File: config.mk
export PLATFORM = sky130hd
export DESIGN_NAME = instr_prefetch_queue
export DESIGN_NICKNAME = d
export VERILOG_FILES = /design/src/rtl/instr_prefetch_queue_pkg.sv /design/src/rtl/pf_slot_ring.sv /design/src/rtl/instr_prefetch_queue.sv
export SDC_FILE = /design/constraint.sdc
export NUM_CORES = 1
export LEC_CHECK = 0
export CORE_MARGIN = 2
export CORE_UTILIZATION = 50
export CTS_CLUSTER_DIAMETER = 100
export DETAILED_ROUTE_END_ITERATION = 8
export GPL_TIMING_DRIVEN = 0
export PLACE_DENSITY = 0.85
export SLEW_MARGIN = 25
export SYNTH_ARGS = -nofsm -noshare
export SYNTH_HDL_FRONTEND = slang
export SYNTH_HIERARCHICAL = 1
export SYNTH_SLANG_ARGS = --single-unit
export TNS_END_PERCENT = 20
File: constraint.sdc
create_clock -name clk -period 3.3 [get_ports clk]
set_input_delay 0.66 -clock clk [delete_from_list [all_inputs] [get_ports clk]]
set_output_delay 0.66 -clock clk [all_outputs]
set_load 0.02 [all_outputs]
File: src/rtl/instr_prefetch_queue_pkg.sv
// Shared fetch/decode definitions: datapath width, the NOP encoding
// shown on an empty decode slot, and the prefetch slot record.
package instr_prefetch_queue_pkg;

    localparam int XLEN = 32;

    // addi x0, x0, 0
    localparam logic [XLEN-1:0] NOP_INSTR = 32'h0000_0013;

    typedef struct packed {
        logic [XLEN-1:0] pc;
        logic [XLEN-1:0] instr;
        logic            filled;
    } slot_t;

endpackage

File: src/rtl/pf_slot_ring.sv
// DEPTH-entry ring of prefetch slots with separate allocate, fill and
// pop pointers plus an allocated-entry count.
//
// Ports:
//   clk, rst      clock, synchronous active-high reset
//   flush_i       drop every slot and rewind all pointers
//   alloc_i       reserve slot[alloc_ptr] for alloc_pc_i (unfilled)
//   fill_i        write fill_instr_i into slot[fill_ptr], mark filled
//   pop_i         release slot[rd_ptr]
//   head_o        slot at rd_ptr
//   cnt_o         allocated entries (reserved, filled or not)
module pf_slot_ring
    import instr_prefetch_queue_pkg::*;
#(
    parameter  int DEPTH = 4,
    localparam int PW    = $clog2(DEPTH),
    localparam int CW    = $clog2(DEPTH + 1)
) (
    input  logic            clk,
    input  logic            rst,
    input  logic            flush_i,
    input  logic            alloc_i,
    input  logic [XLEN-1:0] alloc_pc_i,
    input  logic            fill_i,
    input  logic [XLEN-1:0] fill_instr_i,
    input  logic            pop_i,
    output slot_t           head_o,
    output logic [CW-1:0]   cnt_o
);

    slot_t         slot_q [DEPTH];
    slot_t         slot_d [DEPTH];
    logic [PW-1:0] rd_q, rd_d;
    logic [PW-1:0] al_q, al_d;
    logic [PW-1:0] fl_q, fl_d;
    logic [CW-1:0] cnt_q, cnt_d;

    // Allocate, fill and pop never address the same slot in one cycle:
    // the alloc slot is free, the fill slot is reserved but unfilled,
    // and the pop slot is filled.
    always_comb begin
        slot_d = slot_q;
        rd_d   = rd_q;
        al_d   = al_q;
        fl_d   = fl_q;
        cnt_d  = cnt_q;
        if (flush_i) begin
            for (int i = 0; i < DEPTH; i++) begin
                slot_d[i].filled = 1'b0;
            end
            rd_d  = '0;
            al_d  = '0;
            fl_d  = '0;
            cnt_d = '0;
        end else begin
            if (alloc_i) begin
                slot_d[al_q] = '{pc: alloc_pc_i, instr: NOP_INSTR, filled: 1'b0};
                al_d = al_q + PW'(1);
            end
            if (fill_i) begin
                slot_d[fl_q].instr  = fill_instr_i;
                slot_d[fl_q].filled = 1'b1;
                fl_d = fl_q + PW'(1);
            end
            if (pop_i) begin
                slot_d[rd_q].filled = 1'b0;
                rd_d = rd_q + PW'(1);
            end
            cnt_d = cnt_q + CW'(alloc_i) - CW'(pop_i);
        end
    end

    always_ff @(posedge clk) begin
        if (rst) begin
            for (int i = 0; i < DEPTH; i++) begin
                slot_q[i] <= '0;
            end
            rd_q  <= '0;
            al_q  <= '0;
            fl_q  <= '0;
            cnt_q <= '0;
        end else begin
            slot_q <= slot_d;
            rd_q   <= rd_d;
            al_q   <= al_d;
            fl_q   <= fl_d;
            cnt_q  <= cnt_d;
        end
    end

    assign head_o = slot_q[rd_q];
    assign cnt_o  = cnt_q;

endmodule

File: src/rtl/instr_prefetch_queue.sv
// In-order instruction prefetcher between a req/gnt+rvalid memory bus
// and Decode; redirects on taken branches from Execute.
//
// Ports:
//   clk, rst                       clock, synchronous active-high reset
//   pcsrcE, pctargetE              redirect request and target
//   imem_req/addr/gnt              fetch request handshake
//   imem_rvalid/rdata              in-order fetch responses
//   validD/readyD                  decode handshake
//   instrD, pcD, pcincr4D          head instruction, its PC, PC+4
module instr_prefetch_queue
    import instr_prefetch_queue_pkg::*;
#(
    parameter int              DEPTH    = 4,
    parameter logic [XLEN-1:0] RESET_PC = 32'h0000_0000
) (
    input  logic            clk,
    input  logic            rst,
    input  logic            pcsrcE,
    input  logic [XLEN-1:0] pctargetE,
    output logic            imem_req,
    output logic [XLEN-1:0] imem_addr,
    input  logic            imem_gnt,
    input  logic            imem_rvalid,
    input  logic [XLEN-1:0] imem_rdata,
    output logic            validD,
    input  logic            readyD,
    output logic [XLEN-1:0] instrD,
    output logic [XLEN-1:0] pcD,
    output logic [XLEN-1:0] pcincr4D
);

    localparam int CW = $clog2(DEPTH + 1);

    logic [XLEN-1:0] fetch_pc_q, fetch_pc_d;
    logic [CW-1:0]   inflight_q, inflight_d;
    logic [CW-1:0]   discard_q, discard_d;
    logic [CW-1:0]   alloc_cnt;
    slot_t           head;
    logic            issue, rsp, fill, pop;

    // Issue is gated on the registered count; a same-cycle pop does
    // not free a slot for issue until the next cycle.
    assign imem_req  = !rst && !pcsrcE && (alloc_cnt < CW'(DEPTH));
    assign imem_addr = fetch_pc_q;
    assign issue     = imem_req && imem_gnt;

    // A response with nothing outstanding is a bus protocol error.
    assign rsp  = imem_rvalid && (inflight_q != '0);
    assign fill = rsp && (discard_q == '0) && !pcsrcE;

    assign validD = head.filled && !pcsrcE;
    assign pop    = validD && readyD;

    assign instrD   = validD ? head.instr : NOP_INSTR;
    assign pcD      = validD ? head.pc : '0;
    assign pcincr4D = validD ? head.pc + 32'd4 : '0;

    always_comb begin
        fetch_pc_d = issue ? fetch_pc_q + 32'd4 : fetch_pc_q;
        inflight_d = inflight_q + CW'(issue) - CW'(rsp);
        discard_d  = discard_q - CW'(rsp && (discard_q != '0));
        if (pcsrcE) begin
            // Everything still outstanding after this cycle is stale;
            // a response landing now is dropped along with them.
            fetch_pc_d = pctargetE;
            inflight_d = inflight_q - CW'(rsp);
            discard_d  = inflight_q - CW'(rsp);
        end
    end

    always_ff @(posedge clk) begin
        if (rst) begin
            fetch_pc_q <= RESET_PC;
            inflight_q <= '0;
            discard_q  <= '0;
        end else begin
            fetch_pc_q <= fetch_pc_d;
            inflight_q <= inflight_d;
            discard_q  <= discard_d;
        end
    end

    pf_slot_ring #(
        .DEPTH (DEPTH)
    ) u_ring (
        .clk          (clk),
        .rst          (rst),
        .flush_i      (pcsrcE),
        .alloc_i      (issue),
        .alloc_pc_i   (fetch_pc_q),
        .fill_i       (fill),
        .fill_instr_i (imem_rdata),
        .pop_i        (pop),
        .head_o       (head),
        .cnt_o        (alloc_cnt)
    );

    a_rvalid_outstanding: assert property (
        @(posedge clk) disable iff (rst) imem_rvalid |-> (inflight_q != '0)
    );

    a_counter_bounds: assert property (
        @(posedge clk) disable iff (rst)
        (discard_q <= inflight_q) && (inflight_q <= CW'(DEPTH))
    );

endmodule

==> key figures <==
Run status
  – Outcome: finished with violations
  – Failing checks: negative setup slack

Placement
  – Post-DP HPWL: roughly 33000 um
  – GP Congestion: between 0.9 and 1
  – Buffers on Ports: 198
  – Placed cells: between 2k and 2.5k

Timing
  – Worst slew margin: a little over half
  – Final Hold Viols: 0
  – Tcrit/Tclk final: 114.8%
  – Max-slew violations: 0
  – Hold Worst Slack: approximately 0.36 ns
  – RSZ-0062 raised after global routing: yes
  – Final Critical Period: 3.789 ns
  – Clk_skew: between 0.015 and 0.02 ns
  – Finish-stage setup viols: 76
  – Fmax: approximately 260 MHz
  – Worst Max-Slew Pin Slew: around 0.71 ns
  – Worst Slack Setup Final: -0.4891 ns

Global route
  – Initial antenna violation count: 2
  – Total track usage: 33.31%
  – Total congestion overflow: 0
  – Largest net degree at the start of global routing: 14
  – Vias in the first global route: around 14k
  – First-pass GRT wire length: ~80000 um

Yosys
  – Register area share after synthesis: approximately 42%
  – Syn Inst Count: 1552
  – Area share of the largest cell type after synthesis: between 40% and 50%
  – Synthesized cell area: ~15000 um2
  – Synth warn: 6
  – Top-count cell post-synth: nand2_1
  – Most frequent cells after synthesis: nand2_1 (311), dfxtp_1 (307), a21oi_1 (148)
  – Top cells by area, synth: dfxtp_1 (42%), mux4_2 (10%), nand2_1 (8.0%)
  – Avg Synthesized Cell Area: ~9.4 um2
  – Post-synthesis async set-or-reset flop share: 0%
  – Ys flop type: dfxtp_1
  – Synthesis-stage register bit count: 307
  – Syn Nets: about 1.6k
  – Area leader, netlist: dfxtp_1
  – Count of cell types in the netlist: between 60 and 70
  – Post-synth EDFFs: 0

Worst setup path
  – CP required: 2.64 ns
  – Max FO, Critical Path: 10
  – CP Depth: 9
  – Crit path DAT: 3.13 ns
  – Peak per-stage delay on the critical path: roughly 0.56 ns
  – Critical-path cell list: buf_12 > buf_12 > mux4_2 > buf_6 > nand3_4 > or4_4 > or4_4 > a21oi_4 > buf_6
  – Crit-path slowest cell: or4_4
  – Startpoint Class: register
  – R2R Setup Slk: -0.03 ns
  – Largest delay contributor family on the critical path: simple AND/OR/NAND/NOR gates
  – Worst setup EP type: output pin
  – Worst Reg-to-Reg Cells: 15
  – Worst Path Buf+Inv: 4
  – Crit Path Class: register to output pin

Clocking
  – CTS Sinks: around 300
  – Cts hold-fix bufs: 0
  – Inserted Clock Buffers: 34
  – Clock-pin slew on the worst setup and hold paths: about 0.06 ns
  – Worst-Skew Late Latency: 0.53 ns
  – H-tree Lvls: 2
  – CTS root buf: clkbuf_16
  – Max clock buf depth: 3
  – TritonCTS clock tree: done

Die
  – CORE AREA: between 20000 and 30000 um2
  – Die X: 174.7 um
  – Row Count: 62
  – Starting Density: 50.78%
  – Ports: 200
  – Area of the die: ~31000 um2
  – Chip height: 174.7 um

Cells and area
  – Fillcell total: between 1.5k and 2k
  – Area Overhead vs Synth: 33.45%
  – Finished Layout Cells: 2267
  – Final #Nets: approximately 2k
  – Fraction of layout cells with a size suffix above 1: between 20% and 30%

Drt
  – Vias: 14.81k
  – DRT iter0 DRCs: 2359
  – Routed len/inst: between 20 and 25 um
  – Post-route antenna net violation count: 0
  – Initial DRT Pass Iterations: 6
  – WL final: about 56000 um
  – Drt drc: 0
  – Vias per cell: between 6 and 7

Pwr
  – Peak supply drop: 0.0003045 V
  – Leakage: a little over 0.007 uW
  – Cell Pwr Density: 446.1 nW/um2

Flow run
  – Max-Cap Viols: 0

Hold path
  – Hold path depth: 2
  – HP Class: input port to register
## where the power goes
group | switching, uW | internal [uW] | leakage [uW]
Sequential | 135 | 3780 | 0.00248
Combinational | 446 | 363 | 0.00421
Clock | 1610 | 2340 | 0.000573
Total | 2190 | 6480 | 0.00727
## placed cells by master, fill, tap and decap left out, types with 10 or more instances in the layout
cell type / Yosys / layout
ha_1: 22 / 21
a21oi_1: 148 / 142
xor2_1: 13 / 13
nand2_1: 311 / 308
and2_4: 0 / 31
clkbuf_2: 0 / 16
dfxtp_1: 307 / 305
buf_2: 45 / 55
a22o_1: 116 / 116
o31ai_1: 12 / 12
inv_1: 26 / 24
clkdlybuf4s50_1: 0 / 100
buf_4: 29 / 94
o21ai_0: 10 / 10
clkbuf_16: 0 / 40
or4_1: 21 / 12
nor2b_1: 30 / 30
buf_12: 0 / 14
buf_6: 11 / 73
and2_1: 66 / 35
nor2_1: 58 / 57
nand4_1: 22 / 22
mux4_2: 65 / 65
o221a_2: 12 / 12
nand3_1: 24 / 18
clkbuf_1: 36 / 32
xnor2_1: 18 / 17
## final cells by class
class	instances	area, um2	area share (%)
Antenna cell	1	2.502	0.01287
Buffer	122	962.2	4.947
Clock buffer	48	984.7	5.063
Clock inverter	13	172.7	0.8878
Inverter	28	111.4	0.5726
Multi-Input combinational cell	1091	8028	41.28
Sequential cell	307	6153	31.64
Tap cell	384	480.5	2.470
Timing Repair Buffer	273	2554	13.13
## layer usage
layer  vias up  part of all wire, %  track usage, %
li1       6183                    -               -
met1      6982                   36           41.96
met2      1290                   45           52.62
met3       351                   12           7.507
met4         2                  6.7           19.48
met5         -                0.076               0
## kinds of logic after synthesis
kind of cell,count (synthesis),synth area share (%)
AOI/OAI and AO/OA,350,16.92
xor gates and xnor gates,31,1.863
adders and majority gates,24,2.163
buffers and inverters,154,5.666
DFF,307,42.17
muxes,78,11.01
and+or+nand+nor,608,20.21
## path summary, 6_finish.rpt
path / end / start
max: pcincr4D[30] / u_ring/rd_q[0]
min reg2reg: register / register
max reg2reg: u_ring/cnt_o[2] / u_ring/rd_q[1]
min: imem_addr[27] / rst
## metrics by stage
step                      instance area, um2  worst slack (ns)  utilization (%)  TNS (ns)  power (uW)
after global routing                   19450           -0.5392            67.75    -22.28        8863
after CTS                              18990           -0.4932            66.16    -12.48        8585
after floorplan                        14590          -0.02228                -  -0.04444        4390
after global placement                 17050            -1.418            59.39   -164.18        4695
final                                  19450           -0.4891            67.76    -17.69        8675
after detailed placement               17050            -1.449            59.39   -175.76        4716
## repair_timing
action,CTS,global route
pin swaps,33,17
resized for setup,524,141
setup buffers,45,27
endpoints found under the setup margin,199,154
gates cloned,3,0
Power figures use the tool's default switching activity.
